--- config.mk ---
export PLATFORM = sky130hd
export DESIGN_NAME = decoder_queue
export DESIGN_NICKNAME = d
export VERILOG_FILES = /design/src/rtl/decoder_queue_pkg.sv /design/src/rtl/decoder_queue_decode_comb.sv /design/src/rtl/decoder_queue.sv
export SDC_FILE = /design/constraint.sdc
export NUM_CORES = 1
export LEC_CHECK = 0
export BUFFER_PORTS_ARGS = -buffer_cell sky130_fd_sc_hd__clkbuf_2
export CAP_MARGIN = 10
export CORE_ASPECT_RATIO = 0.8
export CORE_MARGIN = 5
export CORE_UTILIZATION = 40
export CTS_CLUSTER_DIAMETER = 120
export DETAILED_ROUTE_END_ITERATION = 10
export PLACE_DENSITY = 0.6
export SYNTH_ARGS = -nofsm -noshare
export SYNTH_HDL_FRONTEND = slang
export SYNTH_SLANG_ARGS = --single-unit
export TNS_END_PERCENT = 1
--- constraint.sdc ---
create_clock -name clk -period 28.9 [get_ports clk]
set_input_delay 5.78 -clock clk [delete_from_list [all_inputs] [get_ports clk]]
set_output_delay 5.78 -clock clk [all_outputs]
set_load 0.005 [all_outputs]
--- src/rtl/decoder_queue_pkg.sv ---
// Shared types for the decode/queue slice.
// Holds the `instructions` entry format produced by decode_comb and buffered
// by decoder_queue, plus the RV32 major-opcode constants.
package decoder_queue_pkg;

  localparam logic [6:0] OP_LUI    = 7'b0110111;
  localparam logic [6:0] OP_AUIPC  = 7'b0010111;
  localparam logic [6:0] OP_JAL    = 7'b1101111;
  localparam logic [6:0] OP_JALR   = 7'b1100111;
  localparam logic [6:0] OP_BRANCH = 7'b1100011;
  localparam logic [6:0] OP_LOAD   = 7'b0000011;
  localparam logic [6:0] OP_STORE  = 7'b0100011;
  localparam logic [6:0] OP_IMM    = 7'b0010011;
  localparam logic [6:0] OP_REG    = 7'b0110011;
  localparam logic [6:0] OP_AMO    = 7'b0101111;
  localparam logic [6:0] OP_SYSTEM = 7'b1110011;

  // One decoded instruction. For csrr*i the rs1 field carries the 5-bit
  // uimm; the queue reports rs1=0 on its out_rs1 port for those forms.
  typedef struct packed {
    logic [31:0] pc;
    logic [31:0] imm;
    logic [4:0]  rd, rs1, rs2;
    logic        writes_to_reg;
    logic        illegal;
    logic lui, auipc, jal, jalr;
    logic beq, bne, blt, bge, bltu, bgeu;
    logic lb, lh, lw, lbu, lhu;
    logic sb, sh, sw;
    logic addi, slti, sltiu, xori, ori, andi, slli, srli, srai;
    logic add, sub, sll, slt, sltu, xor_op, srl, sra, or_op, and_op;
    logic mul, mulh, mulhsu, mulhu, div, divu, rem, remu;
    logic lr_w, sc_w, amoswap_w, amoadd_w, amoxor_w, amoand_w;
    logic amoor_w, amomin_w, amomax_w, amominu_w, amomaxu_w, is_amo;
    logic csrrw, csrrs, csrrc, csrrwi, csrrsi, csrrci;
    logic ecall, ebreak, mret, wfi;
  } instructions;

endpackage

--- src/rtl/decoder_queue_decode_comb.sv ---
// decode_comb: purely combinational RV32I(+M/A/Zicsr) decoder.
// Ports: raw (instruction word), pc (its address) -> dec (decoded entry).
// Unknown or disabled encodings produce an entry with only pc and illegal set.
module decode_comb
  import decoder_queue_pkg::*;
#(
  parameter bit ENABLE_M     = 1'b1,
  parameter bit ENABLE_A     = 1'b1,
  parameter bit ENABLE_ZICSR = 1'b1
) (
  input  logic [31:0] raw,
  input  logic [31:0] pc,
  output instructions dec
);

  logic [6:0]  opc, f7;
  logic [2:0]  f3;
  logic [31:0] imm_i, imm_s, imm_b, imm_u, imm_j;
  logic        ok, use_rd, use_rs1, use_rs2;

  assign opc   = raw[6:0];
  assign f3    = raw[14:12];
  assign f7    = raw[31:25];
  assign imm_i = {{20{raw[31]}}, raw[31:20]};
  assign imm_s = {{20{raw[31]}}, raw[31:25], raw[11:7]};
  assign imm_b = {{19{raw[31]}}, raw[31], raw[7], raw[30:25], raw[11:8], 1'b0};
  assign imm_u = {raw[31:12], 12'b0};
  assign imm_j = {{11{raw[31]}}, raw[31], raw[19:12], raw[20], raw[30:21], 1'b0};

  // NOTE: every signal written here gets a default first, so no path leaves
  // one unassigned and no latch is inferred; blocking '=' is correct in
  // combinational blocks because later statements must see earlier results.
  always_comb begin
    dec     = '0;
    ok      = 1'b1;
    use_rd  = 1'b0;
    use_rs1 = 1'b0;
    use_rs2 = 1'b0;
    case (opc)
      OP_LUI:   begin dec.lui   = 1'b1; dec.imm = imm_u; use_rd = 1'b1; end
      OP_AUIPC: begin dec.auipc = 1'b1; dec.imm = imm_u; use_rd = 1'b1; end
      OP_JAL:   begin dec.jal   = 1'b1; dec.imm = imm_j; use_rd = 1'b1; end
      OP_JALR: begin
        dec.jalr = 1'b1; ok = (f3 == 3'b000);
        dec.imm = imm_i; use_rd = 1'b1; use_rs1 = 1'b1;
      end
      OP_BRANCH: begin
        dec.imm = imm_b; use_rs1 = 1'b1; use_rs2 = 1'b1;
        case (f3)
          3'b000:  dec.beq  = 1'b1;
          3'b001:  dec.bne  = 1'b1;
          3'b100:  dec.blt  = 1'b1;
          3'b101:  dec.bge  = 1'b1;
          3'b110:  dec.bltu = 1'b1;
          3'b111:  dec.bgeu = 1'b1;
          default: ok = 1'b0;
        endcase
      end
      OP_LOAD: begin
        dec.imm = imm_i; use_rd = 1'b1; use_rs1 = 1'b1;
        case (f3)
          3'b000:  dec.lb  = 1'b1;
          3'b001:  dec.lh  = 1'b1;
          3'b010:  dec.lw  = 1'b1;
          3'b100:  dec.lbu = 1'b1;
          3'b101:  dec.lhu = 1'b1;
          default: ok = 1'b0;
        endcase
      end
      OP_STORE: begin
        dec.imm = imm_s; use_rs1 = 1'b1; use_rs2 = 1'b1;
        case (f3)
          3'b000:  dec.sb = 1'b1;
          3'b001:  dec.sh = 1'b1;
          3'b010:  dec.sw = 1'b1;
          default: ok = 1'b0;
        endcase
      end
      OP_IMM: begin
        dec.imm = imm_i; use_rd = 1'b1; use_rs1 = 1'b1;
        case (f3)
          3'b000:  dec.addi  = 1'b1;
          3'b010:  dec.slti  = 1'b1;
          3'b011:  dec.sltiu = 1'b1;
          3'b100:  dec.xori  = 1'b1;
          3'b110:  dec.ori   = 1'b1;
          3'b111:  dec.andi  = 1'b1;
          3'b001:  begin dec.slli = 1'b1; ok = (f7 == 7'b0000000); end
          default: begin // 3'b101: shamt forms distinguished by funct7
            dec.srli = (f7 == 7'b0000000);
            dec.srai = (f7 == 7'b0100000);
            ok       = dec.srli | dec.srai;
          end
        endcase
      end
      OP_REG: begin
        use_rd = 1'b1; use_rs1 = 1'b1; use_rs2 = 1'b1;
        case ({f7, f3})
          10'b0000000_000: dec.add    = 1'b1;
          10'b0100000_000: dec.sub    = 1'b1;
          10'b0000000_001: dec.sll    = 1'b1;
          10'b0000000_010: dec.slt    = 1'b1;
          10'b0000000_011: dec.sltu   = 1'b1;
          10'b0000000_100: dec.xor_op = 1'b1;
          10'b0000000_101: dec.srl    = 1'b1;
          10'b0100000_101: dec.sra    = 1'b1;
          10'b0000000_110: dec.or_op  = 1'b1;
          10'b0000000_111: dec.and_op = 1'b1;
          10'b0000001_000: begin dec.mul    = 1'b1; ok = ENABLE_M; end
          10'b0000001_001: begin dec.mulh   = 1'b1; ok = ENABLE_M; end
          10'b0000001_010: begin dec.mulhsu = 1'b1; ok = ENABLE_M; end
          10'b0000001_011: begin dec.mulhu  = 1'b1; ok = ENABLE_M; end
          10'b0000001_100: begin dec.div    = 1'b1; ok = ENABLE_M; end
          10'b0000001_101: begin dec.divu   = 1'b1; ok = ENABLE_M; end
          10'b0000001_110: begin dec.rem    = 1'b1; ok = ENABLE_M; end
          10'b0000001_111: begin dec.remu   = 1'b1; ok = ENABLE_M; end
          default:         ok = 1'b0;
        endcase
      end
      OP_AMO: begin
        dec.is_amo = 1'b1; use_rd = 1'b1; use_rs1 = 1'b1; use_rs2 = 1'b1;
        case (raw[31:27])
          5'b00010: begin dec.lr_w = 1'b1; use_rs2 = 1'b0; end
          5'b00011: dec.sc_w      = 1'b1;
          5'b00001: dec.amoswap_w = 1'b1;
          5'b00000: dec.amoadd_w  = 1'b1;
          5'b00100: dec.amoxor_w  = 1'b1;
          5'b01100: dec.amoand_w  = 1'b1;
          5'b01000: dec.amoor_w   = 1'b1;
          5'b10000: dec.amomin_w  = 1'b1;
          5'b10100: dec.amomax_w  = 1'b1;
          5'b11000: dec.amominu_w = 1'b1;
          5'b11100: dec.amomaxu_w = 1'b1;
          default:  ok = 1'b0;
        endcase
        ok = ok && (f3 == 3'b010) && ENABLE_A;
      end
      OP_SYSTEM: begin
        dec.imm = {20'b0, raw[31:20]};
        use_rd = (f3 != 3'b000); use_rs1 = (f3 != 3'b000);
        case (f3)
          3'b000: begin
            // Privileged forms require zero rd/rs1 fields.
            dec.ecall  = (raw[31:20] == 12'h000);
            dec.ebreak = (raw[31:20] == 12'h001);
            dec.mret   = (raw[31:20] == 12'h302);
            dec.wfi    = (raw[31:20] == 12'h105);
            ok = (dec.ecall | dec.ebreak | dec.mret | dec.wfi) && (raw[19:7] == 13'd0);
          end
          3'b001:  dec.csrrw  = 1'b1;
          3'b010:  dec.csrrs  = 1'b1;
          3'b011:  dec.csrrc  = 1'b1;
          3'b101:  dec.csrrwi = 1'b1;
          3'b110:  dec.csrrsi = 1'b1;
          3'b111:  dec.csrrci = 1'b1;
          default: ok = 1'b0;
        endcase
        ok = ok && ENABLE_ZICSR;
      end
      default: ok = 1'b0;
    endcase

    dec.rd  = use_rd  ? raw[11:7]  : 5'd0;
    dec.rs1 = use_rs1 ? raw[19:15] : 5'd0;
    dec.rs2 = use_rs2 ? raw[24:20] : 5'd0;
    // Formats without rd (branch, store, ecall/ebreak/mret/wfi) never set use_rd.
    dec.writes_to_reg = use_rd && (raw[11:7] != 5'd0);
    dec.pc = pc;

    if (!ok) begin
      dec         = '0;
      dec.pc      = pc;
      dec.illegal = 1'b1;
    end
  end

endmodule

--- src/rtl/decoder_queue.sv ---
// decoder_queue: decodes fetched instructions and buffers them in a
// DEPTH-entry FIFO between fetch and register-read/execute.
// Ports: clk, rst (async active-high), flush (sync discard of all entries);
// fetch side in_valid/in_ready/in_pc/in_instr; consumer side
// out_valid/out_ready/out_instr/out_rs1/out_rs2; count = occupied entries.
module decoder_queue
  import decoder_queue_pkg::*;
#(
  parameter int DEPTH        = 2,
  parameter bit ENABLE_M     = 1'b1,
  parameter bit ENABLE_A     = 1'b1,
  parameter bit ENABLE_ZICSR = 1'b1
) (
  input  logic                   clk,
  input  logic                   rst,
  input  logic                   flush,
  input  logic                   in_valid,
  output logic                   in_ready,
  input  logic [31:0]            in_pc,
  input  logic [31:0]            in_instr,
  output logic                   out_valid,
  input  logic                   out_ready,
  output instructions            out_instr,
  output logic [4:0]             out_rs1,
  output logic [4:0]             out_rs2,
  output logic [$clog2(DEPTH):0] count
);

  localparam int PTR_W = $clog2(DEPTH);
  localparam int CNT_W = PTR_W + 1;

  instructions      mem [DEPTH];
  instructions      dec;
  logic [PTR_W-1:0] wr_ptr, rd_ptr;
  logic             push, pop;

  decode_comb #(
    .ENABLE_M     (ENABLE_M),
    .ENABLE_A     (ENABLE_A),
    .ENABLE_ZICSR (ENABLE_ZICSR)
  ) u_decode (
    .raw (in_instr),
    .pc  (in_pc),
    .dec (dec)
  );

  // No bypass: a full queue refuses input even while the head is popped.
  assign in_ready  = (count != CNT_W'(DEPTH));
  assign out_valid = (count != '0);
  assign push      = in_valid && in_ready && !flush;
  assign pop       = out_valid && out_ready && !flush;

  // NOTE: sequential state uses non-blocking '<=' so every register samples
  // pre-edge values, independent of statement order.
  always_ff @(posedge clk or posedge rst) begin
    if (rst) begin
      wr_ptr <= '0;
      rd_ptr <= '0;
      count  <= '0;
    end else if (flush) begin
      wr_ptr <= '0;
      rd_ptr <= '0;
      count  <= '0;
    end else begin
      if (push) wr_ptr <= wr_ptr + PTR_W'(1);
      if (pop)  rd_ptr <= rd_ptr + PTR_W'(1);
      case ({push, pop})
        2'b10:   count <= count + CNT_W'(1);
        2'b01:   count <= count - CNT_W'(1);
        default: count <= count;
      endcase
    end
  end

  // NOTE: payload storage has no reset; occupancy is tracked by count alone,
  // so stale contents are never observed as valid.
  always_ff @(posedge clk) begin
    if (push) mem[wr_ptr] <= dec;
  end

  assign out_instr = mem[rd_ptr];
  // csrr*i keep their uimm in the rs1 field; no register is read for them.
  assign out_rs1 = (out_instr.csrrwi | out_instr.csrrsi | out_instr.csrrci) ? 5'd0 : out_instr.rs1;
  assign out_rs2 = out_instr.rs2;

endmodule

==> impl_metrics.csv <==
group,metric,value,unit
run_status,outcome,"complete, no violations",
route,drc,0,
power,powerDensity,66.3,nW/µm²
cells_and_area,diodes,0,
synth,synth_edf_count,296,
cts,cts_resized,0,
route,wl_met1,14.3,mm
route,route.met2.wl,13.6,mm
power,irDropWorstVdd,0.0375,mV
synth,synth_nets,886,
sta,period_share,30.9,%
cts,h-tree-depth,1,
synth,postSynthAreaPerCell,15.5,µm²
route,antenna_left,0,
synth,post_synth_fa_ha_maj_area_fraction,0,%
critical_path,worstPathArrival,3140,ps
cts,cts_buffer_depth,3,
cells_and_area,layout-drive-gt1-share,42.9,%
sta,tns,0,ps
synth,synthCells,817,
route,routed.top_layer,"met5",
cts,cts_buffers,31,
cts,clock_sinks,300,
synth,synth_top_family_by_area,"multiplexers",
power,leakage,5.45,nW
synth,ys_ff_latch,300,
cells_and_area,area_growth,20.0,%
worst_hold_path,whs_path_depth,2,
route,dr.pass1.iters,4,
placed_design,place_hpwl,20.4,mm
global_route,grt_pass1_wl,45.6,mm
route,wl_met3,2.24,mm
cells_and_area,nNetsFinal,1106,
cts,hold_buffers,0,
global_route,grt_pass1_vias,7485,
floorplan,rows,58,
synth,ys.flop_type,"edfxtp_1",
route,drt-initial-drc-count,489,
cts,clkLatencyLatePin,570,ps
route,dr_total_vias,7614,
route,routed_via_density,5.14,
synth,synthMuxAreaShare,13.3,%
critical_path,startpoint_type,"flip-flop",
floorplan,die_area,35300,µm²
sta,max_freq,0.112,GHz
cells_and_area,final_common_cell,"edfxtp_1",
critical_path,critPathCaptureType,"output port",
sta,drv_slew,0,
sta,final_hold_viol_count,0,
worst_hold_path,holdCritPathClass,"reg -> reg",
sta,period_minus_slack,8920,ps
sta,tightest_slew,1030,ps
placed_design,post-place-ws,19970,ps
floorplan,start_util,40.3,%
sta,relSlewSlack,31.1,%
cells_and_area,final_cell_mix,"edfxtp_1, clkbuf_2, mux2_2",
global_route,grt_max_degree,73,
critical_path,path_max_fanout,65,
sta,finalSetupViolCount,0,
synth,async_flop_share,1.33,%
synth,synth_compound_area_share,2.95,%
synth,syn_area,12600,µm²
floorplan,core,31400,µm²
global_route,overflow,0,
route,post_drt_wl_per_cell,20.7,µm
synth,synth.distinct_cells,52,
synth,ys_warn_count,0,
sta,fin_ws,19980,ps
critical_path,crit_required,23120,ps
sta,finClkSkew,18.4,ps
cts,clockRootBuffer,"clkbuf_16",
floorplan,boundaryPins,231,
critical_path,critPathKind,"reg -> out",
floorplan,die_h,169,µm
flow_run,maxCapViolations,0,
critical_path,worstRegToRegCells,5,
placed_design,gp_congestion,0.819,
floorplan,fp.dieW,209,µm
global_route,track_usage,16.7,%
synth,synth-xor-area-share,0.208,%
synth,synth_simple_gate_area_share,10.1,%
sta,rsz0062_at_grt,"no",
cts,tritoncts,"yes",
cts,postCtsSetupRepairBufs,0,
cts,path_clk_slew,60,ps
synth,seq_area_frac_synth,71.1,%
global_route,antenna_found_initial,1,
placed_design,portBuffers,230,
route,wirelength,30.7,mm
-- logic make-up after synthesis --
logic type,Yosys count
AOI/OAI and AO/OA,59
and+or+nand+nor,250
DFF,300
xor gates and xnor gates,3
muxes,149
buffers and inverters,56
-- cell type report --
| type | instances | area [µm²] |
|---|---|---|
| multi-input cells | 461 | 3370 |
| fillers | 2765 | 16200 |
| inverters | 5 | 18.8 |
| flip-flops and latches | 300 | 8990 |
| clock inverters | 24 | 283 |
| well taps | 420 | 526 |
| repair buffers | 238 | 1210 |
| clock buffers | 33 | 783 |
-- through the flow --
stage / power [mW] / cell area (µm²) / hold slack (ps) / instances / util [%]
floorplan: 0.564 / 12600 / 519 / 817 / -
global placement: 0.604 / 14100 / 577 / 1424 / 45.0
detailed placement: 0.604 / 14100 / 575 / 1424 / 45.0
CTS: 1.02 / 15200 / 596 / 1481 / 48.4
global route: 1.04 / 15200 / 639 / 1481 / 48.4
finish: 1.01 / 15200 / 591 / 1481 / 48.4
-- report_power, final --
group | switching (mW) | internal [mW] | total [mW]
clock | 0.163 | 0.250 | 0.413
combinational | 0.0545 | 0.0428 | 0.0972
sequential | 0.00404 | 0.492 | 0.496
-- metal layers --
layer / global-route usage, % / vias up
met5: 0 / -
met1: 24.7 / 3787
li1: - / 3527
met2: 25.1 / 251
met4: 3.29 / 2
met3: 4.35 / 47
-- registers in the layout (all words and copies together), names as in the netlist --
signal	cells
count	2
mem	296
rd_ptr	1
wr_ptr	1
-- path summary, 6_finish.rpt --
kind	slack, ps	endpoint	start
setup reg to reg	25300	mem[1][68]	count[0]
max in group asynchronous	23630	rd_ptr	rst
hold reg to reg	590	wr_ptr	wr_ptr
hold / removal	590	wr_ptr	wr_ptr
min in group asynchronous	5090	wr_ptr	rst
setup / recovery	19980	out_rs1[3]	rd_ptr
-- cell usage after synthesis (3+ instances only) --
library cell | instances | share of area (%)
nor3_1 | 18 | 0.71
nor2b_1 | 10 | 0.49
clkbuf_1 | 30 | 0.89
buf_4 | 7 | 0.42
nand2_1 | 53 | 1.6
dfrtp_1 | 4 | 0.79
edfxtp_1 | 296 | 70
and3_1 | 3 | 0.15
nand2b_1 | 8 | 0.40
xor2_1 | 3 | 0.21
a21oi_1 | 31 | 1.2
buf_6 | 8 | 0.71
nor4_1 | 5 | 0.25
a22oi_1 | 5 | 0.30
nor2_1 | 93 | 2.8
nor3b_1 | 7 | 0.42
and3b_1 | 8 | 0.55
nand4_1 | 6 | 0.30
o21ai_0 | 6 | 0.24
or3_1 | 6 | 0.30
or2_2 | 4 | 0.20
or4_1 | 4 | 0.24
buf_2 | 5 | 0.20
nand3_1 | 11 | 0.44
a211oi_1 | 3 | 0.18
mux2_2 | 149 | 13
inv_1 | 4 | 0.12
-- worst max-delay path, cell delays in order, from the launching register on --
cell	delay, ps
dfrtp_4	610
buf_4	750
mux2_2	470
or3_1	460
nor2b_1	140
clkbuf_2	120
Power figures use the tool's default switching activity.
